$ cat src/rtl/game_pkg.sv
// Shared types and widths for the mental-math game round control.
package game_pkg;

   localparam int DIGIT_W     = 4;
   localparam int ROUND_CNT_W = 8;

   typedef enum logic [2:0] {
      IDLE    = 3'd0,
      LOAD    = 3'd1,
      RUN     = 3'd2,
      PAUSED  = 3'd3,
      EXPIRED = 3'd4,
      DONE    = 3'd5
   } state_e;

endpackage

$ cat src/rtl/tick_prescaler.sv
// Free-running divider: counts 0..TICK_DIV-1 while enabled, flags the last count.
module tick_prescaler #(
   parameter int TICK_DIV = 50000000
) (
   input  logic clk,
   input  logic reset,
   input  logic enable,
   input  logic clear,
   output logic tc
);

   localparam int               CNT_W = $clog2(TICK_DIV);
   localparam logic [CNT_W-1:0] LAST  = CNT_W'(TICK_DIV - 1);

   logic [CNT_W-1:0] cnt_q, cnt_d;

   // next count: clear wins, otherwise advance and wrap while enabled
   always_comb begin
      cnt_d = cnt_q;
      if (clear)
         cnt_d = '0;
      else if (enable)
         cnt_d = (cnt_q == LAST) ? '0 : cnt_q + 1'b1;
   end

   // terminal count only when this cycle actually advances the counter
   assign tc = enable && !clear && (cnt_q == LAST);

   // count register
   always_ff @(posedge clk or posedge reset) begin
      if (reset) cnt_q <= '0;
      else       cnt_q <= cnt_d;
   end

endmodule

$ cat src/rtl/round_tick_ctrl.sv
// Round control for the two-digit countdown: loads the round time, issues
// decrement ticks, ends the round on time-out or answer, keeps round stats.
module round_tick_ctrl
   import game_pkg::*;
#(
   parameter int               TICK_DIV    = 50000000,
   parameter logic [DIGIT_W-1:0] ROUND_TENS  = 4'd6,
   parameter logic [DIGIT_W-1:0] ROUND_UNITS = 4'd0
) (
   input  logic                   clk,
   input  logic                   reset,
   input  logic                   start,
   input  logic                   pause,
   input  logic                   answer_valid,
   input  logic [DIGIT_W-1:0]     digit_tens,
   input  logic [DIGIT_W-1:0]     digit_units,
   output logic                   reconfig,
   output logic [DIGIT_W-1:0]     setDigit_tens,
   output logic [DIGIT_W-1:0]     setDigit_units,
   output logic                   decrement,
   output logic                   running,
   output logic                   time_up,
   output logic                   answered,
   output logic [DIGIT_W-1:0]     time_left_tens,
   output logic [DIGIT_W-1:0]     time_left_units,
   output logic [ROUND_CNT_W-1:0] round_count
);

   state_e                 state_q, state_d;
   logic                   reconfig_q, reconfig_d;
   logic                   decrement_q, decrement_d;
   logic                   running_q, running_d;
   logic                   time_up_q, time_up_d;
   logic                   answered_q, answered_d;
   logic [DIGIT_W-1:0]     tl_tens_q, tl_tens_d;
   logic [DIGIT_W-1:0]     tl_units_q, tl_units_d;
   logic [ROUND_CNT_W-1:0] round_cnt_q, round_cnt_d;

   logic zero, presc_en, presc_clr, tick, round_end;

   assign zero = (digit_tens == '0) && (digit_units == '0);

   // next state: RUN priority is zero, then answer, then pause
   always_comb begin
      state_d = state_q;
      case (state_q)
         IDLE:          if (start) state_d = LOAD;
         LOAD:          state_d = RUN;
         RUN: begin
            if (zero)              state_d = EXPIRED;
            else if (answer_valid) state_d = DONE;
            else if (pause)        state_d = PAUSED;
         end
         PAUSED: begin
            if (answer_valid)      state_d = DONE;
            else if (!pause)       state_d = RUN;
         end
         EXPIRED, DONE: if (start) state_d = LOAD;
         default:       state_d = IDLE;
      endcase
   end

   // prescaler only advances on RUN cycles that stay in RUN, so a tick can
   // never be registered on the way out of RUN
   assign presc_en  = (state_q == RUN) && (state_d == RUN);
   assign presc_clr = (state_d == LOAD);

   tick_prescaler #(.TICK_DIV(TICK_DIV)) u_presc (
      .clk    (clk),
      .reset  (reset),
      .enable (presc_en),
      .clear  (presc_clr),
      .tc     (tick)
   );

   assign round_end = ((state_d == EXPIRED) || (state_d == DONE)) && (state_d != state_q);

   // registered outputs are decoded from the next state so they line up with it
   always_comb begin
      reconfig_d  = (state_d == LOAD);
      decrement_d = tick;
      running_d   = (state_d == RUN) || (state_d == PAUSED);
      time_up_d   = (state_d == EXPIRED);
      answered_d  = (state_d == DONE);
      tl_tens_d   = tl_tens_q;
      tl_units_d  = tl_units_q;
      round_cnt_d = round_cnt_q;
      if ((state_d == DONE) && (state_q != DONE)) begin
         tl_tens_d  = digit_tens;
         tl_units_d = digit_units;
      end
      if (round_end && (round_cnt_q != '1))
         round_cnt_d = round_cnt_q + 1'b1;
   end

   // state and output registers
   always_ff @(posedge clk or posedge reset) begin
      if (reset) begin
         state_q     <= IDLE;
         reconfig_q  <= 1'b0;
         decrement_q <= 1'b0;
         running_q   <= 1'b0;
         time_up_q   <= 1'b0;
         answered_q  <= 1'b0;
         tl_tens_q   <= '0;
         tl_units_q  <= '0;
         round_cnt_q <= '0;
      end else begin
         state_q     <= state_d;
         reconfig_q  <= reconfig_d;
         decrement_q <= decrement_d;
         running_q   <= running_d;
         time_up_q   <= time_up_d;
         answered_q  <= answered_d;
         tl_tens_q   <= tl_tens_d;
         tl_units_q  <= tl_units_d;
         round_cnt_q <= round_cnt_d;
      end
   end

   assign reconfig        = reconfig_q;
   assign decrement       = decrement_q;
   assign running         = running_q;
   assign time_up         = time_up_q;
   assign answered        = answered_q;
   assign time_left_tens  = tl_tens_q;
   assign time_left_units = tl_units_q;
   assign round_count     = round_cnt_q;
   assign setDigit_tens   = ROUND_TENS;
   assign setDigit_units  = ROUND_UNITS;

endmodule

$ cat config.mk
export PLATFORM = sky130hd
export DESIGN_NAME = round_tick_ctrl
export DESIGN_NICKNAME = d
export VERILOG_FILES = /design/src/rtl/game_pkg.sv /design/src/rtl/tick_prescaler.sv /design/src/rtl/round_tick_ctrl.sv
export SDC_FILE = /design/constraint.sdc
export NUM_CORES = 1
export LEC_CHECK = 0
export CAP_MARGIN = 20
export CORE_ASPECT_RATIO = 0.6
export CORE_UTILIZATION = 30
export DETAILED_ROUTE_END_ITERATION = 6
export PLACE_DENSITY_LB_ADDON = 0.05
export SYNTH_ARGS = -nofsm -noshare
export SYNTH_HDL_FRONTEND = slang
export SYNTH_HIERARCHICAL = 1
export SYNTH_SLANG_ARGS = --single-unit
$ cat constraint.sdc
create_clock -name clk -period 2.1 [get_ports clk]
set_input_delay 0.21 -clock clk [delete_from_list [all_inputs] [get_ports clk]]
set_output_delay 0.21 -clock clk [all_outputs]
set_load 0.02 [all_outputs]
==> run summary, run 1 <==
The run finished, with violations left. The final reports fail on setup timing. The total leakage power was 1.75 nW; the ratio of routed vias to standard cells was 5.09. The most used flip-flop cell after synthesis is sky130_fd_sc_hd__dfrtp_1. For the deepest level of the CTS H-tree, the log shows 2. The tools report the maximum clock insertion buffer count as 2. By area, the combinational part of the netlist is dominated by simple AND/OR/NAND/NOR gates. The adder and majority cell fraction of the synthesized area is 0.869%.

After synthesis the cells add up to 0.00288 sq mm. Setup repair after global routing could not meet its margin everywhere. The final setup slack of the worst path came out at -116 ps.

The area of the placeable core was 0.00926 sq mm. Across all register-to-register paths, the minimum setup slack is -120 ps. The fraction of synthesized cell area taken by the top area cell type was 43.5%; the final cell area excluding filler cells was 0.00413 sq mm. The min-delay analysis places its worst path in the category in -> async. Setup violations remaining at the end of the flow were counted as 17. The worst setup path is launched from a flip-flop. Routability-driven placement finished with a final weighted congestion of 0.764. Of the synthesized area, sequential elements account for 43.5%. The tools report the clock network latency to the later pin of the worst-skew pair as 300 ps.

Pin placement for this block handled 42 I/O pins. For this run, the post-layout net count is 415. Detailed routing inserted a total of 2701 vias. The die area was 0.0100 sq mm. The worst-case IR drop observed on VDD is 0.000534 V. The run gives 305 as the number of instances in the synthesized netlist. STA puts the critical path data arrival time at 2430 ps. The number of max-slew violations in the final report was 0. Across all hold checks on the routed design, the worst slack comes to 294 ps. The first detailed-routing pass took 4 iterations.

Entering global routing, the biggest net connects 27 pins. After synthesis, the cell types taking the most area are sky130_fd_sc_hd__dfrtp_1 43%, sky130_fd_sc_hd__nand4_1 4.1%, sky130_fd_sc_hd__mux2_2 3.9%. The shortest clock period the worst path allows after layout was 2220 ps; the share of synthesized cell area in and, or, nand and nor gates was 28.4%. Measured along the x axis, the die boundary spans 128 um. Synthesis instantiated 57 different standard cells from the library. The number of storage elements in the synthesis netlist was 50. The initial antenna violation count was 0; the number of flops mapped to enable cells by yosys was 0. The repair_antennas step left the layout with diodes totalling 0.

Max-cap violations in this run came to 0. The post-synthesis share of cell area spent on xor and xnor gates is 2.74%, and the number of DRC violations after detailed-routing iteration 0 is 166. The tools report the total routing usage reported by global routing as 18.4%. The startpoint-to-endpoint class of the critical path was reg -> reg. TritonCTS built the clock tree.

Clock-pin slew was measured on the worst setup and hold paths at 80 ps. In this run the worst path has a maximum fanout of 6. Total power for the finished layout comes to 4.58 mW.

The worst path required time was 2310 ps. For this run, the top clock speed supported by timing is 0.451 GHz. Compared with the post-synthesis result, the final layout area differs by 43.5%. The vertical die dimension is 77.9 um, and the total number of clock tree sinks is 50.

The mux share of post-synthesis cell area is 5.30%, and the post-route fraction of the period consumed by the critical path is 106%. After detailed routing, the number of remaining DRC violations is 0. Wire length of the first global-routing pass: 14000 um. The logs give 8640 um for the final routed wirelength across all metal layers and 6.39 ps for the clock tree skew after final layout. The number of global-route vias before repair came out at 2568. The power per cell area came out at 1110 mW/mm^2.

Once the floorplan was initialized, standard cells occupied 31.1% of the core. For the residual overflow from global routing, the log shows 0. The count of endpoints failing hold in the final timing report was 0; the site row count was 27. In this run, CTS created clock tree buffers numbering 5.

The count of port buffers added during placement is 33, and the number of warnings issued by yosys is 6. The ratio of cells with drive above 1 in the final layout was 30.4%. The cell type with the largest total area after synthesis was sky130_fd_sc_hd__dfrtp_1. In this run the remaining antenna-violating nets after routing total 0. Dividing the synthesized area by the synthesized cell count gives 9.44 sq um. The run gives 6320 um as the half-perimeter wire length after detailed placement.

Clock root buffer master: sky130_fd_sc_hd__clkbuf_16. STA classifies the critical path endpoint as a flip-flop. Summing the areas of all compound-gate instances in the mapped netlist gives 13.8% of the synthesized area.

The final routed wire length divided by cell count is 16.3 um, and the placed instance area is 0.00377 sq mm. In the synthesized netlist the async set-or-reset flop fraction comes to 100%. Cells fill 44.6% of the core in the end.
where the power goes:
part / total (mW) / switching [mW] / internal (mW)
combinational: 2.39 / 1.15 / 1.23
sequential: 1.33 / 0.163 / 1.17
clock: 0.861 / 0.412 / 0.450
per-layer routing:
layer | routed length, um | share of wire (%) | vias up | global-route usage [%]
met3 | 374 | 4.3 | 5 | 3.72
li1 | - | - | 1319 | -
met2 | 3420 | 40 | 47 | 24.2
met4 | 42 | 0.49 | 0 | 3.29
met5 | 0 | 0 | - | 0
met1 | 4810 | 56 | 1330 | 29.8
layout by cell type (no fill, tap or decap), drive strengths merged, types with 3 or more instances in the layout:
master | netlist | layout
or3 | 3 | 3
nor2 | 23 | 23
buf | 12 | 71
nand2b | 3 | 3
o21ai | 8 | 8
o221ai | 4 | 4
dlygate4sd2 | 0 | 7
clkdlybuf4s50 | 0 | 26
and2 | 4 | 4
mux2i | 4 | 4
a31oi | 7 | 7
or2 | 3 | 3
nor2b | 7 | 7
and4 | 6 | 6
o211ai | 4 | 4
nor4bb | 3 | 3
xor2 | 5 | 5
clkbuf | 10 | 5
mux2 | 10 | 10
inv | 9 | 10
nor4 | 7 | 7
a21oi | 10 | 10
nand3 | 19 | 19
nor3 | 9 | 9
nand2 | 26 | 26
and3 | 7 | 7
nand4 | 19 | 19
conb | 2 | 8
xnor2 | 4 | 4
dfrtp | 50 | 50
flip-flops by register name (all words and copies together), names as in the netlist:
signal           count
time_up              1
decrement            1
u_presc/cnt_q       26
time_left_units      4
state_q              3
running              1
answered             1
reconfig             1
round_count          8
time_left_tens       4
synth_stat cells (4+ instances only):
cell type and number:
sky130_fd_sc_hd__a31oi_1 6, sky130_fd_sc_hd__mux2_2 10, sky130_fd_sc_hd__xnor2_1 4, sky130_fd_sc_hd__nor4_1 5, sky130_fd_sc_hd__nand3_1 17, sky130_fd_sc_hd__a21oi_1 10, sky130_fd_sc_hd__nor2b_1 7, sky130_fd_sc_hd__inv_1 9
sky130_fd_sc_hd__mux2i_1 4, sky130_fd_sc_hd__nor3_1 9, sky130_fd_sc_hd__buf_4 8, sky130_fd_sc_hd__dfrtp_1 50, sky130_fd_sc_hd__nor2_1 23, sky130_fd_sc_hd__o211ai_1 4, sky130_fd_sc_hd__and3_1 7, sky130_fd_sc_hd__xor2_1 5
sky130_fd_sc_hd__nand4_1 19, sky130_fd_sc_hd__o21ai_0 7, sky130_fd_sc_hd__and4_1 6, sky130_fd_sc_hd__nand2_1 26, sky130_fd_sc_hd__o221ai_1 4, sky130_fd_sc_hd__clkbuf_1 10
layout make-up:
| cell class | instances | area, sq um |
|---|---|---|
| Clock inverter | 3 | 25.0 |
| Fill cell | 936 | 5120 |
| Clock buffer | 5 | 125 |
| Multi-Input combinational cell | 230 | 1630 |
| Tap cell | 130 | 163 |
| Inverter | 9 | 33.8 |
| Timing Repair Buffer | 104 | 901 |
| Sequential cell | 50 | 1250 |
worst max-delay path, stage by stage (launching register included):
cell	delay, ps
sky130_fd_sc_hd__dfrtp_2	460
sky130_fd_sc_hd__mux2i_2	200
sky130_fd_sc_hd__o32ai_2	120
sky130_fd_sc_hd__a21o_2	230
sky130_fd_sc_hd__nor4bb_4	300
sky130_fd_sc_hd__buf_4	170
sky130_fd_sc_hd__inv_1	130
sky130_fd_sc_hd__or3_1	330
sky130_fd_sc_hd__o221ai_1	180
cells by family (layout without fill, tap and decap cells):
family	count (synthesis)	after routing
compound gates	52	52
xor+xnor	9	9
fa+ha+maj	2	2
buf+inv	31	121
flops	50	50
mux	14	14
other cells	2	8
simple gates	145	145
through the flow:
step                worst slack [ps]  setup TNS (ps)  cells
global placement                -493          -12100    512
CTS                            -89.1            -537    529
detailed placement              -521          -13590    512
global route                    -261           -4130    531
floorplan                       6.55               0    311
finish                          -116            -952    531
final timing paths:
check,start,end,depth (start not counted)
worst max-delay path,state_q[2]$_DFF_PP0_,u_presc/cnt_q[3]$_DFFE_PP0P_,8
worst min-delay path,reset,round_count[6]$_DFFE_PP0P_,3
worst max register to register,state_q[2]$_DFF_PP0_,u_presc/cnt_q[3]$_DFFE_PP0P_,8
worst min register to register,round_count[6]$_DFFE_PP0P_,round_count[6]$_DFFE_PP0P_,1
max in group asynchronous,reset,u_presc/cnt_q[14]$_DFFE_PP0P_,3
min in group clk,digit_units[0],time_left_units[0]$_DFFE_PP0P_,2
repair_timing:
action | in CTS | in global routing
gates cloned | 1 | 0
endpoints found under the setup margin | 26 | 26
gates resized for setup | 39 | 6
buffers inserted | 10 | 2
hold buffers | 0 | 0
pin swaps | 13 | 7
Note: power is estimated with default switching activity, not from simulation.
==> run 2, diff against run 1 <==
--- a/config.mk
+++ b/config.mk
@@ -9,6 +9,7 @@
 export CORE_ASPECT_RATIO = 0.6
 export CORE_UTILIZATION = 30
 export DETAILED_ROUTE_END_ITERATION = 6
+export MAX_ROUTING_LAYER = met4
 export PLACE_DENSITY_LB_ADDON = 0.05
 export SYNTH_ARGS = -nofsm -noshare
 export SYNTH_HDL_FRONTEND = slang
==> run summary, run 2 (synthesis gave the netlist of run 1 again) <==
The count of placed standard cells in the final layout, fillers left out was 531 (unchanged). In this run the tightest slew margin relative to its limit is 66.9%. The routability congestion estimate from global placement came out at 0.774 (+1.3%). For the residual overflow from global routing, the log shows 0 (unchanged).

The run gives 2 (unchanged) as the deepest level of the CTS H-tree. The clock-pin slew of the registers on the worst-case setup and hold paths came out at 80 ps (about the same). The type of the most critical hold path was in -> async. Cell at the slowest stage of the critical path: sky130_fd_sc_hd__dfrtp_2. The clock tree skew after final layout came out at 8.25 ps (+1.86 ps). The checks that failed: setup timing. Total leakage power: 1.75 nW (unchanged). The flow ran to the end, but the final reports show violations.

The critical path depth is 8 (unchanged), and the shortest clock period the worst path allows after layout is 2220 ps (+4.47 ps). For the max-cap check violation count, the log shows 0 (unchanged). The kind of end point of the critical path was a flip-flop.

The run gives 144 (-13%) as the number of DRC violations after detailed-routing iteration 0. The area growth from synthesis to layout was 43.5% (unchanged); the vertical die dimension was 77.9 um (unchanged). The total number of vias was 2692 (-0.33%); the horizontal die dimension was 128 um (unchanged). The initial cell density of the core was 31.1% (unchanged); the transition at the pin with the smallest max-transition slack was 494 ps.

The kind of cell with the highest combined delay along the critical path is simple AND/OR/NAND/NOR gates. The startpoint-to-endpoint class of the critical path was reg -> reg. The tools report the slack of the worst reg-to-reg path as -120 ps (about the same). For the number of hold buffers added after cts, the log shows 0 (unchanged).

The area of the placeable core came out at 0.00926 sq mm (unchanged). The initial antenna violation count was 0 (unchanged). The count of port buffers added during placement works out to 33 (unchanged). The count of endpoints failing hold in the final timing report came out at 0 (unchanged).

The die area was 0.0100 sq mm (unchanged). The delay of the slowest cell on the worst path was 460 ps (about the same); the post-layout total power was 4.57 mW (-0.14%). Total buffers and inverters traversed by the critical path: 2 (unchanged). The endpoint identified for the worst register-to-register timing path is u_presc/cnt_q[3]$_DFFE_PP0P_. The number of top-level pins is 42 (unchanged), and the final setup violation count is 17 (unchanged).

The peak fanout along the critical path came out at 6 (unchanged). The most critical setup path has its startpoint at state_q[2]$_DFF_PP0_. Count of antenna-violating nets left after detailed routing: 0 (unchanged). The largest register by flop count is u_presc/cnt_q. The final routed wire length divided by cell count is 16.1 um (-0.89%). The top cell types in the final layout, fill and taps aside, are 61 x sky130_fd_sc_hd__buf_4, 49 x sky130_fd_sc_hd__dfrtp_1, 26 x sky130_fd_sc_hd__clkdlybuf4s50_1, 23 x sky130_fd_sc_hd__nand2_1, 23 x sky130_fd_sc_hd__nor2_1. The clock network latency to the later pin of the worst-skew pair was 300 ps (about the same).

The run gives 2310 ps (about the same) as the worst path required time. The tools report the placement-stage worst setup slack as -521 ps (unchanged). Leading cell type in the layout, fill and taps excluded: sky130_fd_sc_hd__buf_4. The worst setup path endpoint was u_presc/cnt_q[3]$_DFFE_PP0P_. The number of global-route vias before repair was 2564 (-0.16%); the post-route fraction of the period consumed by the critical path was 106% (+0.21 points). The total number of clock tree sinks was 50 (unchanged). Traced cell by cell, the critical path runs through mux2i_2, o32ai_2, a21o_2, nor4bb_4, buf_4, inv_1, or3_1, o221ai_1.

Start of the worst register-to-register path: state_q[2]$_DFF_PP0_. The count of TritonRoute iterations in the first routing pass came out at 4 (unchanged). The half-perimeter wire length after detailed placement is 6320 um (unchanged). The kind of start point of the critical path was a flip-flop.

The maximum number of pins on one net before global-route repair was 27 (unchanged). The number of inserted diodes was 0 (unchanged); the number of nets in the layout was 415 (unchanged). The ratio of routed vias to standard cells was 5.07 (-0.33%); the maximum vdd drop was 0.000534 V (about the same). TritonCTS built the clock tree. The run gives -120 ps (-4.47 ps) as the final setup slack of the worst path.

The tree is rooted in a sky130_fd_sc_hd__clkbuf_16. Setup repair after global routing could not meet its margin everywhere. The run gives 0 (unchanged) as the number of remaining DRC errors.

The maximum clock insertion buffer count is 2 (unchanged), and the highest clock frequency the design can meet is 0.450 GHz (-0.20%). The site row count was 27 (unchanged); the worst hold margin was 294 ps (+0.583 ps). The number of max-slew violations in the final report is 0 (unchanged). The flip-flop count of the largest register, all copies and words added is 26 (unchanged), and the ratio of cells with drive above 1 in the final layout is 30.4% (unchanged). The data arrival time of the critical path is 2430 ps (about the same), and the number of placed instances with taps included is 512 (unchanged).

Power per cell area: 1110 mW/mm^2 (-0.14%). The tools report the total routing usage reported by global routing as 18.9% (+0.54 points). The number of buffers created by CTS is 5 (unchanged), and the final routed wirelength across all metal layers is 8570 um (-0.89%). The logic depth of the worst register-to-register path is 8 (unchanged), and the wire length of the first global-routing pass is 14000 um (about the same).
## run 2: cell counts in the layout (fill, tap and decap cells not counted)
No cell type changed its count.
## run 2: worst min-delay path by stage
stage	from	to	slack, ps	depth (start not counted)
after floorplan	reset	answered$_DFF_PP0_	220	1
after global placement	round_count[6]$_DFFE_PP0P_	round_count[6]$_DFFE_PP0P_	480	1
after detailed placement	round_count[6]$_DFFE_PP0P_	round_count[6]$_DFFE_PP0P_	490	1
after CTS	reset	round_count[1]$_DFFE_PP0P_	310	3
after global routing	digit_units[0]	time_left_units[0]$_DFFE_PP0P_	320	2
final	reset	round_count[6]$_DFFE_PP0P_	290	3
## run 2: report_power, final
part           internal (mW)  switching, mW  total (mW)
Sequential              1.17          0.163        1.33
Clock                  0.450          0.409       0.858
Combinational           1.23           1.15        2.38
## run 2: cell type report
| cell class | count | area, sq um |
|---|---|---|
| clock buffer | 5 | 125 |
| clock inverter | 3 | 25.0 |
| fill | 936 | 5120 |
| inverter | 9 | 33.8 |
| multi-input combinational | 230 | 1630 |
| sequential | 50 | 1250 |
| tap | 130 | 163 |
| timing repair buffer | 104 | 901 |
## run 2: per-layer routing
metal	up-vias	global-route usage (%)	routed length [um]
met5	-	-	0
met2	67	24.2	3350
met1	1301	29.9	4670
li1	1319	-	-
met4	0	3.29	39
met3	5	3.59	508
## run 2: repair_timing
item,in CTS,in global routing
pin swaps,13,7
endpoints found under the setup margin,26,26
resized for setup,39,6
gates cloned,1,0
buffers inserted,10,2
## run 2: worst min-delay path, stage by stage
cell,delay (ps)
sky130_fd_sc_hd__clkdlybuf4s50_1,420
sky130_fd_sc_hd__inv_1,60
sky130_fd_sc_hd__buf_4,310
## run 2: metrics by stage
step | cell area, sq um | utilization (%) | setup TNS [ps]
after floorplan | 2950 | - | 0
after global placement | 3770 | 40.8 | -12100
after detailed placement | 3770 | 40.8 | -13590
after CTS | 4100 | 44.3 | -537
after global routing | 4130 | 44.6 | -4140
final | 4130 | 44.6 | -945
